`src/rtl/btb_upd_arb_if.sv`:
```
// BTB update arbiter bus: two requesters (mispredict, commit), kill, and the BTB write port.
// slave = arbiter side, master = backend/BTB side.
interface btb_upd_arb_if #(
    parameter int unsigned DEPTH = 4,
    parameter int unsigned CNT_W = 16
);
    localparam int unsigned OCC_W = $clog2(DEPTH) + 1;

    logic             mp_valid;
    logic             mp_ready;
    logic [31:0]      mp_pc;
    logic [31:0]      mp_target;
    logic             cm_valid;
    logic             cm_ready;
    logic [31:0]      cm_pc;
    logic [31:0]      cm_target;
    logic             kill;
    logic             btb_wr_stall;
    logic             upd_valid;
    logic [31:0]      upd_pc;
    logic [31:0]      upd_target;
    logic [OCC_W-1:0] occupancy;
    logic [CNT_W-1:0] coalesce_cnt;

    modport slave (
        input  mp_valid, mp_pc, mp_target,
        input  cm_valid, cm_pc, cm_target,
        input  kill, btb_wr_stall,
        output mp_ready, cm_ready,
        output upd_valid, upd_pc, upd_target,
        output occupancy, coalesce_cnt
    );

    modport master (
        output mp_valid, mp_pc, mp_target,
        output cm_valid, cm_pc, cm_target,
        output kill, btb_wr_stall,
        input  mp_ready, cm_ready,
        input  upd_valid, upd_pc, upd_target,
        input  occupancy, coalesce_cnt
    );
endinterface

```
`src/rtl/btb_upd_arb.sv`:
```
// BTB update arbiter / write queue: merges same-PC taken-branch updates from the
// mispredict and commit paths and drains them to the BTB one per cycle, in order.
module btb_upd_arb #(
    parameter int unsigned DEPTH = 4,
    parameter int unsigned CNT_W = 16
) (
    input  logic          i_clk,
    input  logic          i_rst,
    btb_upd_arb_if.slave  bus
);
    localparam int unsigned PTR_W = $clog2(DEPTH);
    localparam int unsigned OCC_W = PTR_W + 1;
    localparam int unsigned PC_W  = 32;

    logic [PC_W-1:0]  r_pc  [DEPTH];
    logic [PC_W-1:0]  r_tgt [DEPTH];
    logic [DEPTH-1:0] r_vld;
    logic [PTR_W-1:0] r_head;
    logic [PTR_W-1:0] r_tail;
    logic [OCC_W-1:0] r_occ;
    logic [CNT_W-1:0] r_cnt;

    logic             w_pop;
    logic             w_full;
    logic             w_mp_hit;
    logic             w_cm_hit;
    logic [PTR_W-1:0] w_mp_idx;
    logic [PTR_W-1:0] w_cm_idx;
    logic             w_mp_ready;
    logic             w_cm_ready;
    logic             w_acc_mp;
    logic             w_acc_cm;
    logic             w_acc;
    logic             w_hit;
    logic [PTR_W-1:0] w_idx;
    logic [PC_W-1:0]  w_pc;
    logic [PC_W-1:0]  w_tgt;
    logic             w_alloc;
    logic             w_merge;
    logic [OCC_W-1:0] w_occ_nxt;

    assign w_pop  = (r_occ != '0) && !bus.btb_wr_stall && !bus.kill;
    assign w_full = (r_occ == OCC_W'(DEPTH));

    // Full-PC CAM lookup; the head leaving this cycle cannot absorb a merge.
    always_comb begin
        w_mp_hit = 1'b0;
        w_mp_idx = '0;
        w_cm_hit = 1'b0;
        w_cm_idx = '0;
        for (int i = 0; i < int'(DEPTH); i++) begin
            if (r_vld[i] && !(w_pop && (r_head == PTR_W'(i)))) begin
                if (r_pc[i] == bus.mp_pc) begin
                    w_mp_hit = 1'b1;
                    w_mp_idx = PTR_W'(i);
                end
                if (r_pc[i] == bus.cm_pc) begin
                    w_cm_hit = 1'b1;
                    w_cm_idx = PTR_W'(i);
                end
            end
        end
    end

    // Ready never looks at the requester's own valid; cm yields whenever mp asks.
    assign w_mp_ready = !bus.kill && (!w_full || w_pop || w_mp_hit);
    assign w_cm_ready = !bus.kill && !bus.mp_valid && (!w_full || w_pop || w_cm_hit);

    assign w_acc_mp = bus.mp_valid && w_mp_ready;
    assign w_acc_cm = bus.cm_valid && w_cm_ready;
    assign w_acc    = w_acc_mp || w_acc_cm;

    always_comb begin
        w_hit = 1'b0;
        w_idx = '0;
        w_pc  = '0;
        w_tgt = '0;
        if (w_acc_mp) begin
            w_hit = w_mp_hit;
            w_idx = w_mp_idx;
            w_pc  = bus.mp_pc;
            w_tgt = bus.mp_target;
        end else if (w_acc_cm) begin
            w_hit = w_cm_hit;
            w_idx = w_cm_idx;
            w_pc  = bus.cm_pc;
            w_tgt = bus.cm_target;
        end
    end

    assign w_alloc   = w_acc && !w_hit;
    assign w_merge   = w_acc && w_hit;
    assign w_occ_nxt = r_occ + OCC_W'(w_alloc) - OCC_W'(w_pop);

    // Control state; on full+pop+alloc the tail slot equals the head slot, so the
    // allocate's valid set is ordered after the pop's clear.
    always_ff @(posedge i_clk) begin
        if (i_rst) begin
            r_head <= '0;
            r_tail <= '0;
            r_occ  <= '0;
            r_vld  <= '0;
            r_cnt  <= '0;
        end else if (bus.kill) begin
            r_head <= '0;
            r_tail <= '0;
            r_occ  <= '0;
            r_vld  <= '0;
        end else begin
            if (w_pop) begin
                r_vld[r_head] <= 1'b0;
                r_head        <= r_head + PTR_W'(1);
            end
            if (w_alloc) begin
                r_vld[r_tail] <= 1'b1;
                r_tail        <= r_tail + PTR_W'(1);
            end
            if (w_merge && (r_cnt != '1)) begin
                r_cnt <= r_cnt + CNT_W'(1);
            end
            r_occ <= w_occ_nxt;
        end
    end

    // Payload storage needs no reset: it is only observed behind a valid bit.
    always_ff @(posedge i_clk) begin
        if (!i_rst && !bus.kill) begin
            if (w_alloc) begin
                r_pc[r_tail]  <= w_pc;
                r_tgt[r_tail] <= w_tgt;
            end
            if (w_merge) begin
                r_tgt[w_idx] <= w_tgt;
            end
        end
    end

    assign bus.mp_ready     = w_mp_ready;
    assign bus.cm_ready     = w_cm_ready;
    assign bus.upd_valid    = w_pop;
    assign bus.upd_pc       = r_pc[r_head];
    assign bus.upd_target   = r_tgt[r_head];
    assign bus.occupancy    = r_occ;
    assign bus.coalesce_cnt = r_cnt;
endmodule

```
`src/flat_wrapper.sv`:
```
// flat-port wrapper written by rule: the top's interface ports become plain ports
module btb_upd_arb_flat 
#(
    parameter int unsigned DEPTH = 4,
    parameter int unsigned CNT_W = 16
)
  (i_clk, i_rst, bus_mp_valid, bus_mp_pc, bus_mp_target, bus_cm_valid, bus_cm_pc, bus_cm_target, bus_kill, bus_btb_wr_stall, bus_mp_ready, bus_cm_ready, bus_upd_valid, bus_upd_pc, bus_upd_target, bus_occupancy, bus_coalesce_cnt);
  btb_upd_arb_if #(.DEPTH(DEPTH), .CNT_W(CNT_W)) bus_i ();
  input  logic i_clk;
  input  logic i_rst;
  input wire logic [$bits(bus_i.mp_valid)-1:0] bus_mp_valid;
  input wire logic [$bits(bus_i.mp_pc)-1:0] bus_mp_pc;
  input wire logic [$bits(bus_i.mp_target)-1:0] bus_mp_target;
  input wire logic [$bits(bus_i.cm_valid)-1:0] bus_cm_valid;
  input wire logic [$bits(bus_i.cm_pc)-1:0] bus_cm_pc;
  input wire logic [$bits(bus_i.cm_target)-1:0] bus_cm_target;
  input wire logic [$bits(bus_i.kill)-1:0] bus_kill;
  input wire logic [$bits(bus_i.btb_wr_stall)-1:0] bus_btb_wr_stall;
  output wire logic [$bits(bus_i.mp_ready)-1:0] bus_mp_ready;
  output wire logic [$bits(bus_i.cm_ready)-1:0] bus_cm_ready;
  output wire logic [$bits(bus_i.upd_valid)-1:0] bus_upd_valid;
  output wire logic [$bits(bus_i.upd_pc)-1:0] bus_upd_pc;
  output wire logic [$bits(bus_i.upd_target)-1:0] bus_upd_target;
  output wire logic [$bits(bus_i.occupancy)-1:0] bus_occupancy;
  output wire logic [$bits(bus_i.coalesce_cnt)-1:0] bus_coalesce_cnt;
  assign bus_i.mp_valid = bus_mp_valid;
  assign bus_i.mp_pc = bus_mp_pc;
  assign bus_i.mp_target = bus_mp_target;
  assign bus_i.cm_valid = bus_cm_valid;
  assign bus_i.cm_pc = bus_cm_pc;
  assign bus_i.cm_target = bus_cm_target;
  assign bus_i.kill = bus_kill;
  assign bus_i.btb_wr_stall = bus_btb_wr_stall;
  assign bus_mp_ready = bus_i.mp_ready;
  assign bus_cm_ready = bus_i.cm_ready;
  assign bus_upd_valid = bus_i.upd_valid;
  assign bus_upd_pc = bus_i.upd_pc;
  assign bus_upd_target = bus_i.upd_target;
  assign bus_occupancy = bus_i.occupancy;
  assign bus_coalesce_cnt = bus_i.coalesce_cnt;
  btb_upd_arb #(.DEPTH(DEPTH), .CNT_W(CNT_W)) u_core (.i_clk(i_clk), .i_rst(i_rst), .bus(bus_i));
endmodule
```
`config.mk`:
```
export PLATFORM = sky130hd
export DESIGN_NAME = btb_upd_arb_flat
export DESIGN_NICKNAME = d
export VERILOG_FILES = /design/src/rtl/btb_upd_arb_if.sv /design/src/rtl/btb_upd_arb.sv /design/src/flat_wrapper.sv
export SDC_FILE = /design/constraint.sdc
export NUM_CORES = 1
export LEC_CHECK = 0
export CAP_MARGIN = 20
export CELL_PAD_IN_SITES_DETAIL_PLACEMENT = 1
export CELL_PAD_IN_SITES_GLOBAL_PLACEMENT = 1
export CORE_MARGIN = 2
export CORE_UTILIZATION = 45
export DETAILED_ROUTE_END_ITERATION = 6
export PLACE_DENSITY = 0.86
export SLEW_MARGIN = 20
export SYNTH_ARGS = -nofsm -noshare
export SYNTH_HDL_FRONTEND = slang
export SYNTH_SLANG_ARGS = --single-unit
```
`constraint.sdc`:
```
create_clock -name i_clk -period 6.75 [get_ports i_clk]
set_clock_uncertainty 0.1 [all_clocks]
set_input_delay 1.0125 -clock i_clk [delete_from_list [all_inputs] [get_ports i_clk]]
set_output_delay 1.0125 -clock i_clk [all_outputs]
set_load 0.005 [all_outputs]
```
==> results of run 1 <==
==> metrics by stage <==
step / area, µm² / power [µW] / hold WS [ns]
floorplan: 15100 / 2220 / 0.355
global placement: 17600 / 2410 / 0.385
detailed placement: 17600 / 2420 / 0.406
CTS: 18700 / 4270 / 0.413
global route: 18700 / 4370 / 0.450
finish: 18700 / 4270 / 0.419
==> cell families after synthesis <==
group                      after synthesis
xor gates and xnor gates               261
DFF                                    285
muxes                                   71
AOI/OAI and AO/OA                      110
and+or+nand+nor                        251
adders and majority gates               12
buffers and inverters                  115
==> worst min-delay path: stages, from the launching register on <==
cell and delay (ns):
dfxtp_1 0.31, o41ai_2 0.09, a21oi_1 0.07
==> layout make-up <==
class / instances / area, µm² / share of cell area (%)
clock buffer: 35 / 791 / 4.22
timing repair buffer: 232 / 2300 / 12.3
sequential: 285 / 8270 / 44.2
clock inverter: 23 / 333 / 1.78
multi-input combinational: 705 / 6410 / 34.2
inverter: 16 / 60.1 / 0.321
tap: 448 / 561 / 2.99
antenna: 3 / 7.51 / 0.0401
==> per-layer routing <==
layer / vias to the layer above / part of all wire (%) / routed length [µm] / GRT usage [%]
li1: 4540 / - / - / -
met1: 5582 / 37 / 19600 / 36.6
met2: 580 / 49 / 25800 / 50.1
met3: 152 / 7.9 / 4150 / 5.37
met4: 0 / 5.5 / 2870 / 14.8
met5: - / 0 / 0 / 0
==> cell usage after synthesis, drive strengths merged (2+ instances only) <==
cell	number
nand2	34
a21oi	11
nor2	25
nor4	26
o41ai	4
nand3	21
edfxtp	256
nor3	10
clkbuf	74
or2	2
and2	4
or4	3
nor2b	13
dfxtp	29
mux2	6
buf	25
and4	7
and3	9
xor2	2
a22o	65
nand4	88
ha	11
a21boi	4
a22oi	2
o21ai	17
xnor2	259
inv	16
a32oi	2
mux4	64
or3	6
==> sequential cells by signal (all words and copies together) (netlist names), named ones only <==
name and cells:
u_core.r_head 2, u_core.bus.occupancy 3, u_core.bus.coalesce_cnt 16, u_core.r_tail 2
u_core.r_pc 128, u_core.r_vld 4, u_core.r_tgt 128
==> worst max-delay path by stage <==
stage,endpoint,slack (ns),from,depth (start not counted)
floorplan,u_core.r_tgt[0][0],1.34,bus_kill,8
global placement,bus_cm_ready,1.48,bus_cm_pc[19],9
detailed placement,bus_cm_ready,1.39,bus_cm_pc[19],9
CTS,bus_cm_ready,1.28,bus_cm_pc[19],9
global route,bus_cm_ready,1.11,bus_cm_pc[19],9
finish,bus_cm_ready,1.20,bus_cm_pc[19],9
==> power breakdown <==
group | switching [µW] | internal [µW] | total, µW
logic | 240 | 203 | 443
registers | 15.7 | 1940 | 1960
clock network | 750 | 1120 | 1870
==> metrics.txt, run 1 <==
status completed; Synth Warn # 0; Seq cells post-synth 285; root buffer selected by CTS clkbuf_16; hold path cells 2; final max-slew violation count 0; Die X 187 µm; main combinational cell family by area after synthesis XOR/XNOR gates; worst slew pin tran 1.00 ns; Post-Syn Instances 1105; launching point of the worst reg2reg path u_core.r_pc[2][19]; Top cell by count, worst path clkdlybuf4s50_1; CP required 5.64 ns; Post-synth ARST share 0%; fill cell count 3224; FP Rows 67; nets 1417; leak pwr 0.00578 µW; R2R cell count 9; Post-Route Setup TNS 0 ns; CP Class primary input to primary output; GRT overflow 0; Critical Path, Cell by Cell clkdlybuf4s50_1 > xnor2_1 > nand4_1 > nor4_1 > nand3_1 > nand4_2 > nor2_1 > nor3_1 > clkdlybuf4s50_1; Critical Path Source Type primary input; final worst-path cycle share 82.2%; most frequent cells in the layout 259 x xnor2_1, 256 x edfxtp_1, 219 x clkdlybuf4s50_1; TritonCTS buffer count 31; final cell count without fillers 1747; max_cap viols 0; final setup fails 0; area fraction in compound gates after synthesis 6.09%; Cell Pwr Density 228 nW/µm²; starting DRC count in detailed routing 1094; postcts setup bufs 0; core footprint 33300 µm²; mapped cell area 15100 µm²; WP data arrival 4.43 ns; hold_buf cts 0; I/O Pins 220; worst r2r dst u_core.r_pc[1][19]; Initial Util 45.3%; clk sinks 285; end-of-flow core utilization 56.3%; first-pass GRT wire length 76800 µm; H-Tree Depth 1; layout cell share with drive strength beyond 1 11.9%; Hold Path Sink u_core.r_vld[3]; initial antenna violation count 3; CP endpoint kind primary output; CP delay by family, top simple AND/OR/NAND/NOR gates; RSZ-0062 raised after global routing false; largest cells by area after synthesis edfxtp_1 51%, xnor2_1 15%, mux4_2 9.6%; syn_nets 1251; largest net degree at the start of global routing 45; Final Hold Violating Endpoints 0; number of global-route vias before repair 11500; wire per inst 30.0 µm; RD Place Congestion 1.02; first drt pass iteration count 5; Post-Place Cells 1686; PostCTS Resize Cnt 0; critical path peak fanout 5; Max Buffers Root-to-Sink 3; DRC viols 0; Antenna Nets Post-Route 0; Worst VDD drop 0.201 mV; CTS tree built; synth-to-layout area growth 24.2%; drt via density 6.21; Clk pin slew, worst setup/hold paths 0.06 ns; Skew-Pair Late Insertion Delay 0.58 ns; GRT Total Usage 29.6%; syn avg cell area 13.6 µm²; die height 187 µm; Port Buf Inserts 219; Main synth FF type edfxtp_1; FF-to-FF setup slack 2.41 ns; minimum clock period 5.55 ns; Crit path largest cell delay 0.80 ns; CP max-delay cell nor4_1; area share of the largest cell type after synthesis 51.0%; hold_sp u_core.r_vld[3]; leading area contributor after synthesis edfxtp_1; dpl ws 1.39 ns; most common cell after layout, fill and taps aside xnor2_1; Post-synth EDFFs 256; type of the most critical hold path flop to flop; overall via count from detail_route 10900; Slew HR 32.9%; Adder-Cell Fraction of Synth Area 1.05%; Synth Area in XOR/XNOR 15.2%; WL final 52500 µm; Seq/Total Area, Yosys 54.8%; mux share of post-synthesis cell area 10.1%; fin worst setup slack 1.20 ns; WP buf/inv 2; Synth Area in Simple Gates 9.75%; Final HPWL DP 37100 µm; DIE AREA 35000 µm²; Achievable Freq 180 MHz; synth unique cells 50
No activity file was read; power rests on OpenSTA's default activity.
==> run 2, diff against run 1 <==
--- a/config.mk
+++ b/config.mk
@@ -9,9 +9,9 @@
 export CELL_PAD_IN_SITES_DETAIL_PLACEMENT = 1
 export CELL_PAD_IN_SITES_GLOBAL_PLACEMENT = 1
 export CORE_MARGIN = 2
-export CORE_UTILIZATION = 45
+export CORE_UTILIZATION = 41
 export DETAILED_ROUTE_END_ITERATION = 6
-export PLACE_DENSITY = 0.86
+export PLACE_DENSITY = 0.82
 export SLEW_MARGIN = 20
 export SYNTH_ARGS = -nofsm -noshare
 export SYNTH_HDL_FRONTEND = slang
==> constraint.sdc (replaced) <==
create_clock -name i_clk -period 4.97 [get_ports i_clk]
set_clock_uncertainty 0.1 [all_clocks]
set_input_delay 0.7455 -clock i_clk [delete_from_list [all_inputs] [get_ports i_clk]]
set_output_delay 0.7455 -clock i_clk [all_outputs]
set_load 0.005 [all_outputs]
==> run 2 against run 1 <==
Worst setup slack worse by 0.91 ns; via count decreased by 3.0%; combinational power rose by 35%; critical path type unchanged.
==> metrics.txt, run 2 (synthesized netlist as in run 1, its figures left out) <==
Achievable Freq 214 MHz; leak pwr 0.00586 µW; Cell Pwr Density 300 nW/µm²; fin area 18900 µm²; Final Hold Violating Endpoints 0; WP data arrival 3.83 ns; WL final 49200 µm; final setup fails 0; Antenna diodes 0; Post-Route Setup TNS 0 ns; Skew-Pair Late Insertion Delay 0.53 ns; CP required 4.12 ns; Antenna Nets Post-Route 0; TritonCTS buffer count 34; final worst-path cycle share 94.1%; Clk network pwr share 42.5%; GRT overflow 0; number of global-route vias before repair 11200; first-pass GRT wire length 72800 µm; root buffer selected by CTS clkbuf_16; die height 196 µm; minimum clock period 4.68 ns; GRT Total Usage 25.7%; worst slew pin tran 0.962 ns; Worst VDD drop 0.258 mV; largest net degree at the start of global routing 37; max_cap viols 0; RD Place Congestion 1.02; starting DRC count in detailed routing 893; DIE AREA 38300 µm²; Post-Place Cells 1716; most frequent cells in the layout 259 x xnor2_1, 256 x edfxtp_1, 219 x clkdlybuf4s50_1; RSZ-0062 raised after global routing false; critical path peak fanout 5; Port Buf Inserts 219; switching portion of total power 23.6%; Critical Path Source Type primary input; FF-to-FF setup slack 1.32 ns; CP endpoint kind primary output; core footprint 36400 µm²; launching point of the worst reg2reg path u_core.r_pc[3][8]; crit path capture bus_cm_ready; most common cell after layout, fill and taps aside xnor2_1; initial antenna violation count 0; overall via count from detail_route 10500; wire per inst 27.7 µm; CP Class primary input to primary output; dpl ws 0.353 ns; type of the most critical hold path flop to flop; DRC viols 0; Initial Util 41.4%; Max Buffers Root-to-Sink 3; fin worst setup slack 0.294 ns; postcts setup bufs 0; Worst setup startpoint bus_cm_pc[19]; layout cell share with drive strength beyond 1 12.5%; FP Rows 70; Slew HR 35.4%; Final HPWL DP 36200 µm; I/O Pins 220; CTS tree built; Die X 196 µm; first drt pass iteration count 5; clk sinks 285; H-Tree Depth 2; worst r2r dst u_core.bus.occupancy[2]; cell internal pwr 4330 µW; synth-to-layout area growth 25.3%; drt via density 5.93; PostCTS Resize Cnt 0; R2R cell count 14; end-of-flow core utilization 51.9%; nets 1430; switching power total 1340 µW; fill cell count 3601; Clk pin slew, worst setup/hold paths 0.06 ns; status completed; hold_buf cts 0; final max-slew violation count 0; power share of the sequential group 46.9%; final cell count without fillers 1776; area post-placement 17800 µm²; Comb pwr share 10.6%
## run 2: changes by cell type in the layout (fill, tap and decap cells not counted), sizes merged
| cell | change |
|---|---|
| inv | +2 |
| clkbuf | +10 |
| clkinvlp | -5 |
| buf | +10 |
| bufinv | -5 |
| diode | -3 |
## run 2: final cells by class
class / instances / area, µm² / share of cell area (%)
Sequential cell: 285 / 8270 / 43.8
Multi-Input combinational cell: 705 / 6410 / 33.9
Timing Repair Buffer: 242 / 2500 / 13.2
Clock buffer: 45 / 912 / 4.83
Tap cell: 468 / 586 / 3.10
Clock inverter: 15 / 158 / 0.834
Inverter: 16 / 60.1 / 0.318
## run 2: critical path, stage by stage
cell and delay [ns]:
clkdlybuf4s50_1 0.55, xnor2_1 0.28, nand4_1 0.22, nor4_1 0.61
nand3_1 0.18, nand4_2 0.19, nor2_1 0.11, nor3_1 0.34
clkdlybuf4s50_1 0.59
## run 2: routing by layer
metal,wire length [µm],part of all wire [%],vias up,GRT usage (%)
met3,3070,6.2,93,4.52
met5,0,0,-,0
met4,1570,3.2,0,8.73
met1,20000,41,5443,33.1
met2,24600,50,427,44.1
li1,-,-,4568,-
## run 2: power groups by stage
stage	clock (µW)	sequential, µW	combinational [µW]
floorplan	0	2700	314
global placement	0	2700	572
detailed placement	0	2710	588
CTS	2460	2660	593
global route	2540	2660	627
finish	2410	2660	599
## run 2: worst min-delay path by stage
stage | slack, ns | startpoint | cells after the start | endpoint
6_report | 0.42 | u_core.r_tail[0] | 2 | u_core.r_tail[0]
5_1_grt | 0.46 | u_core.r_vld[2] | 2 | u_core.r_vld[2]
4_1_cts | 0.42 | u_core.r_tail[0] | 2 | u_core.r_tail[0]
3_5_place_dp | 0.42 | u_core.r_vld[3] | 2 | u_core.r_vld[3]
3_3_place_gp | 0.39 | u_core.bus.coalesce_cnt[15] | 2 | u_core.bus.coalesce_cnt[15]
2_1_floorplan | 0.35 | u_core.r_vld[1] | 2 | u_core.r_vld[1]
## run 2: per-stage QoR
| step | power, µW | hold WS, ns |
|---|---|---|
| after CTS | 5710 | 0.423 |
| after global routing | 5820 | 0.460 |
| final | 5660 | 0.423 |
| after floorplan | 3010 | 0.355 |
| after detailed placement | 3290 | 0.422 |
| after global placement | 3280 | 0.389 |
